--- src/rtl/maxnet_pkg.sv ---
// Shared constants, FSM state type and counter sizing for the maxnet feeder.
package maxnet_pkg;

  localparam int DATA_W = 5;
  localparam int NUM_IN = 4;
  localparam int IDX_W  = $clog2(NUM_IN);

  typedef enum logic [1:0] {
    FILL   = 2'd0,
    LAUNCH = 2'd1,
    WAIT   = 2'd2,
    HOLD   = 2'd3
  } state_t;

  // One extra count so the watchdog can hold TIMEOUT itself when saturated.
  function automatic int wcnt_w(input int timeout);
    return $clog2(timeout + 1);
  endfunction

endpackage

--- src/rtl/slot_bank.sv ---
// Write-indexed sample slots feeding the core's X inputs; cleared on reset.
module slot_bank
  import maxnet_pkg::*;
#(
  parameter int W = DATA_W
) (
  input  logic                       clk,
  input  logic                       rst_b,
  input  logic                       we,
  input  logic [IDX_W-1:0]           idx,
  input  logic [W-1:0]               d,
  output logic [NUM_IN-1:0][W-1:0]   q
);

  always_ff @(posedge clk or negedge rst_b) begin
    if (!rst_b) begin
      q <= '0;
    end else if (we) begin
      q[idx] <= d;
    end
  end

endmodule

--- src/rtl/maxnet_feeder.sv ---
// Packs four serial samples into the maxnet core, launches a run, watches it
// under a watchdog and hands the winner (or a timeout flag) downstream.
//
// state  | meaning
// FILL   | accepting samples into slots 0..3
// LAUNCH | one-cycle core_start pulse, watchdog cleared
// WAIT   | core iterating; done masked for DONE_MASK cycles
// HOLD   | result presented until taken downstream
module maxnet_feeder #(
  parameter int DATA_W    = maxnet_pkg::DATA_W,
  parameter int TIMEOUT   = 64,
  parameter int DONE_MASK = 2
) (
  input  logic              clk,
  input  logic              rst,
  input  logic              in_valid,
  output logic              in_ready,
  input  logic [DATA_W-1:0] in_data,
  output logic [DATA_W-1:0] X1,
  output logic [DATA_W-1:0] X2,
  output logic [DATA_W-1:0] X3,
  output logic [DATA_W-1:0] X4,
  output logic              core_start,
  input  logic              core_done,
  input  logic [DATA_W-1:0] core_result,
  output logic              out_valid,
  input  logic              out_ready,
  output logic [DATA_W-1:0] out_data,
  output logic              out_timeout
);

  import maxnet_pkg::state_t;
  import maxnet_pkg::FILL;
  import maxnet_pkg::LAUNCH;
  import maxnet_pkg::WAIT;
  import maxnet_pkg::HOLD;
  import maxnet_pkg::NUM_IN;
  import maxnet_pkg::IDX_W;
  import maxnet_pkg::wcnt_w;

  localparam int              WW    = wcnt_w(TIMEOUT);
  localparam logic [WW-1:0]   WMAX  = WW'(TIMEOUT);
  localparam logic [WW-1:0]   WLAST = WW'(TIMEOUT - 1);
  localparam logic [WW-1:0]   WMASK = WW'(DONE_MASK);
  localparam logic [IDX_W-1:0] CLAST = IDX_W'(NUM_IN - 1);

  state_t                         state, state_nxt;
  logic [IDX_W-1:0]               cnt;
  logic [WW-1:0]                  wcnt;
  logic                           run_q;
  logic                           accept;
  logic                           done_ok;
  logic                           tmo;
  logic [NUM_IN-1:0][DATA_W-1:0]  slots;

  // run_q keeps in_ready low until the first edge after reset release, so
  // in_ready never depends combinationally on the reset pin.
  assign in_ready   = (state == FILL) && run_q;
  assign core_start = (state == LAUNCH);
  assign out_valid  = (state == HOLD);
  assign accept     = in_valid && in_ready;
  assign done_ok    = (state == WAIT) && core_done && (wcnt >= WMASK);
  assign tmo        = (state == WAIT) && !done_ok && (wcnt == WLAST);

  assign X1 = slots[0];
  assign X2 = slots[1];
  assign X3 = slots[2];
  assign X4 = slots[3];

  slot_bank #(.W(DATA_W)) u_slots (
    .clk   (clk),
    .rst_b (rst),
    .we    (accept),
    .idx   (cnt),
    .d     (in_data),
    .q     (slots)
  );

  always_comb begin
    state_nxt = state;
    case (state)
      FILL:    if (accept && cnt == CLAST) state_nxt = LAUNCH;
      LAUNCH:  state_nxt = WAIT;
      WAIT:    if (done_ok || tmo) state_nxt = HOLD;
      HOLD:    if (out_ready) state_nxt = FILL;
      default: state_nxt = FILL;
    endcase
  end

  always_ff @(posedge clk or negedge rst) begin
    if (!rst) begin
      state <= FILL;
      run_q <= 1'b0;
      cnt   <= '0;
      wcnt  <= '0;
    end else begin
      state <= state_nxt;
      run_q <= 1'b1;
      if (accept) cnt <= cnt + 1'b1;
      if (state == LAUNCH) begin
        wcnt <= '0;
      end else if (state == WAIT && wcnt != WMAX) begin
        wcnt <= wcnt + 1'b1;
      end
    end
  end

  always_ff @(posedge clk or negedge rst) begin
    if (!rst) begin
      out_data    <= '0;
      out_timeout <= 1'b0;
    end else if (done_ok) begin
      out_data    <= core_result;
      out_timeout <= 1'b0;
    end else if (tmo) begin
      out_data    <= '0;
      out_timeout <= 1'b1;
    end
  end

endmodule

--- config.mk ---
export PLATFORM = sky130hd
export DESIGN_NAME = maxnet_feeder
export DESIGN_NICKNAME = d
export VERILOG_FILES = /design/src/rtl/maxnet_pkg.sv /design/src/rtl/slot_bank.sv /design/src/rtl/maxnet_feeder.sv
export SDC_FILE = /design/constraint.sdc
export NUM_CORES = 1
export LEC_CHECK = 0
export ABC_AREA = 1
export CAP_MARGIN = 10
export CORE_ASPECT_RATIO = 1.1
export CORE_MARGIN = 5
export CORE_UTILIZATION = 35
export CTS_CLUSTER_SIZE = 16
export DETAILED_ROUTE_END_ITERATION = 8
export PLACE_DENSITY_LB_ADDON = 0.25
export SYNTH_ARGS = -nofsm -noshare
export SYNTH_HDL_FRONTEND = slang
export SYNTH_HIERARCHICAL = 1
export SYNTH_SLANG_ARGS = --single-unit
--- constraint.sdc ---
create_clock -name clk -period 4.5 [get_ports clk]
set_clock_uncertainty 0.05 [all_clocks]
set_input_delay 0.675 -clock clk [delete_from_list [all_inputs] [get_ports clk]]
set_output_delay 0.675 -clock clk [all_outputs]
set_load 0.1 [all_outputs]
Word-level counts from Yosys, hierarchy flattened --
Cells that the tools add are included. Widths: inputs -> output; s select.
Storage, ports and cells: register bits after elaboration 38, input port bits 15, output and inout bits 29, logic and storage cells 52
Operators by class: add/subtract/negate cells 2, magnitude comparators 3, equal/unequal tests 9, multiplexer cells 13, reductions and logical operators 15
Operators by type and width (number):
- $bwmux 20 | 1
- $mux 5 | 3
- $mux 7 | 2
- $demux 5 s2 | 1
- $logic_and 1x1->1 | 9
- $pmux 2 s4 | 1
- $add 7x1->7 const B | 1
- $eq 7x6->1 const B | 1
- $ge 7x2->1 const B | 1
- $ne 7x7->1 const B | 1
- $eq 2x2->1 const B | 3
- $mux 2 | 3
- $ne 2x1->1 const B | 2
- $reduce_bool 2->1 | 2
- $lt 2x3->1 const B | 1
- $reduce_and 3->1 | 1
- $add 2x1->2 const B | 1
- $eq 2x1->1 const B | 1
- $ge 2x1->1 const B | 1
- $logic_not 2->1 | 1
- $mux 1 | 2
- $ne 2x2->1 const B | 1
- $logic_not 1->1 | 1
- $logic_or 1x1->1 | 1

Logic depth before layout (Yosys ltp) --
depth after elaboration 9, gate-level depth with buffers 9, mapped depth without buffers 9

By module --
The synthesis kept the hierarchy.
Modules (own cells, without submodules):
- maxnet_feeder | instances 1, cells each 126, area an instance 1036.0 µm²
- slot_bank | instances 1, cells each 91, area an instance 854.6 µm²

Worst setup path after synthesis --
Ideal clock, no wire load.
path type register to register, from register state[1], to register wcnt[4], library setup time 0.127 ns, arrival time 1.913 ns, data required time 4.323 ns, path slack 2.411 ns, cell stages (with the launch flop) 8, path buffers 0, cell sequence dfrtp_1 -> inv_1 -> ha_1 -> inv_1 -> nand2_2 -> inv_2 -> nand2_1 -> o21ai_0
RTL lines:
- start: declaration | RTL line maxnet_feeder.sv:47 | state_t state, state_nxt;
- start signal: assignment | RTL line maxnet_feeder.sv:97 | state <= state_nxt;
- $eq 2x1->1 (*)
- net core_start | RTL line maxnet_feeder.sv:23 | output logic core_start,
- $mux 7 / $reduce_bool 2->1 (equally long branches)
- end signal: assignment | RTL line maxnet_feeder.sv:103 | wcnt <= wcnt + 1'b1;
- end: declaration | RTL line maxnet_feeder.sv:49 | logic [WW-1:0] wcnt;
Mark *: on every way through the listed nets, which the timed path passes. The rest lies on a longest branch. A chain may end at the register's enable or synchronous reset.

Worst setup path in the final report --
from register state[0], to output in_ready
Between the ends: longest elaborated chain between the ends 2
RTL lines:
- $logic_not 2->1 | RTL line maxnet_feeder.sv:58 | assign in_ready = (state == FILL) && run_q;
- $logic_and 1x1->1 | RTL line maxnet_feeder.sv:58
- end: declaration | RTL line maxnet_feeder.sv:17 | output logic in_ready,
No other way between the ends.

==> reports/metrics.yaml <==
synth:
  synth_top_area_cell: "dfrtp_1"
  yosysSeqAreaShare: 0.503
  yosysMostFrequentCell: "nand2_1"
  netlist_area_mm2: 0.00189
  synth_edf_count: 0
  synthArstFlopShare: 1.00
  synth.net_count: 240
  synth_cell_type_count: 22
  avgSynthCellArea_um2: 8.71
  ys.flop_type: "dfrtp_1"
  synth_top_area_share: 0.503
  yosys-top-cells-area: "dfrtp_1, nand2_1, nand3_1"
  synthCells: 217
  synth_commonest_cells: "nand2_1, dfrtp_1, nand3_1, inv_1, nand4_1"
  ys_ff_latch: 38
  ys_warn_count: 6
detailed_routing:
  routed_wl_um: 4060
  post_drt_wl_per_cell_um: 12.0
  drt_iter0_drc: 63
  via_count: 1535
  avgViaCountPerCell: 4.54
  ant_nets: 0
  drc: 0
  first_pass_iters: 4
finish:
  fin_area_mm2: 0.00251
  area_growth_pct: 32.6
  drive_gt1_frac: 0.0951
  final_util: 0.471
  diodes: 0
  nNetsFinal: 285
clocking:
  cts.hold.buffers_added: 0
  cts_tree: "built"
  root_buffer: "clkbuf_8"
  postCtsSetupBuffers: 0
  clock_sinks: 38
  cts_resized: 0
  cts_buffers: 5
  h-tree-depth: 2
  clock_latency_ns: 0.29
  clkTransAtPathRegs_ns: 0.08
  cts_buffer_depth: 2
timing:
  setup_violations: 0
  fmax_mhz: 336
  tightest_slew_ns: 0.987
  drv_slew: 0
  setup_tns_ns: 0
  period_share: 0.661
  layout_min_cycle_time_ns: 2.98
  relSlewSlack: 0.340
  grt_setup_unrepaired: "false"
  hold_slack_ns: 0.424
  hold_violations: 0
global_route:
  grt_usage: 0.131
  antenna_found_initial: 0
  grt_max_degree: 39
  grt_pass1_wl_um: 7200
  grt_overflow: 0
  grt_pass1_vias: 1568
floorplan:
  num_rows: 28
  die_x_um: 80.1
  die_y_um: 87.1
  dieArea_mm2: 0.00697
  core_mm2: 0.00533
  io_pins: 44
  start_util: 0.355
setup_path:
  critPathRequiredTime_ns: 3.77
  cp_cell_sequence: "inv_1, ha_1, nand2_1, inv_1, clkdlybuf4s50_1"
  end_kind: "output port"
  startpoint_type: "flip-flop"
  crit_type: "reg -> out"
  arrival_ns: 2.25
  cpPeakStageDelay_ns: 1.12
  path_max_fanout: 4
  crit_path_top_delay_cell: "clkdlybuf4s50_1"
  cp_common_cell: "inv_1"
flow_run:
  drv_cap: 0
placement:
  io_buffers: 43
  gp_congestion: 0.793
  dpl.hpwl_um: 2890
  place_area_mm2: 0.00236
outcome:
  status: "completed"
min_path:
  hold_path.class: "reg -> reg"
## cell usage in the layout, fill, tap and decap left out
| cell | instances |
|---|---|
| clkbuf_8 | 6 |
| buf_2 | 1 |
| nand3_4 | 1 |
| o21ai_1 | 1 |
| nand3_2 | 4 |
| nor2_4 | 2 |
| or2_2 | 1 |
| xnor2_1 | 2 |
| clkdlybuf4s50_1 | 42 |
| bufinv_16 | 2 |
| inv_1 | 21 |
| nand3_1 | 22 |
| ha_1 | 8 |
| inv_2 | 4 |
| o21ai_2 | 1 |
| nand4_1 | 16 |
| nor2_1 | 8 |
| o21ai_0 | 10 |
| conb_1 | 1 |
| dfrtp_1 | 38 |
| nand2_2 | 3 |
| xor2_1 | 2 |
| nand2_1 | 66 |
| a21oi_1 | 1 |
## sequential cells by signal, summed over array words and instances, names as in the netlist
signal / cells
run_q: 1
wcnt: 7
u_slots/q: 20
out_data: 5
out_timeout: 1
state: 2
cnt: 2
## layer usage
metal	global-route usage	up-vias	part of all wire
met5	0	-	0
li1	-	790	-
met3	0.0404	5	0.043
met4	0.0415	0	0.011
met1	0.172	706	0.48
met2	0.207	34	0.47
## final cells by class
class / instances / area, um^2
fill: 541 / 2820
sequential: 38 / 951
multi-input combinational: 149 / 801
timing repair buffer: 43 / 425
inverter: 25 / 93.8
tap: 75 / 93.8
clock buffer: 6 / 82.6
clock inverter: 2 / 60.1
## path summary, 6_finish.rpt
check / from / end / slack (ns) / cells after the start
worst max-delay path: state[0]$_DFFE_PN0P_ / in_ready / 1.52 / 5
worst min-delay path: u_slots/q[5]$_DFFE_PN0P_ / u_slots/q[5]$_DFFE_PN0P_ / 0.42 / 2
worst max register to register: state[0]$_DFFE_PN0P_ / state[1]$_DFFE_PN0P_ / 2.58 / 9
worst min register to register: u_slots/q[5]$_DFFE_PN0P_ / u_slots/q[5]$_DFFE_PN0P_ / 0.42 / 2
max in group asynchronous: rst / u_slots/q[7]$_DFFE_PN0P_ / 3.42 / 1
min in group asynchronous: rst / wcnt[5]$_DFFE_PN0P_ / 0.44 / 1
## worst max-delay path: cells and delay by family, from the launching register on
family                   cells  cell delay [ns]
flip-flops                   1             0.42
AND/OR/NAND/NOR              1             0.06
buffers and inverters        3             1.26
adder cells (fa/ha/maj)      1             0.22
## logic make-up (layout without fill, tap and decap cells)
group / Yosys count / count (layout) / share of synthesized area
buffers and inverters: 30 / 76 / 0.0735
XOR/XNOR: 4 / 4 / 0.0185
adder cells (fa/ha/maj): 8 / 8 / 0.0529
other: 1 / 1 / 0.00198
flip-flops: 38 / 38 / 0.503
AND/OR/NAND/NOR: 123 / 123 / 0.314
AO/OA/AOI/OAI: 13 / 13 / 0.0364
## metrics by stage
step,setup WS (ns),std cells
floorplan,2.41,217
global placement,1.85,330
detailed placement,1.83,330
CTS,1.50,338
global route,1.41,338
finish,1.52,338
Power is left out: the tool's default activity adds up to more than one toggle a clock period on the data nets, which glitch-free logic cannot reach.
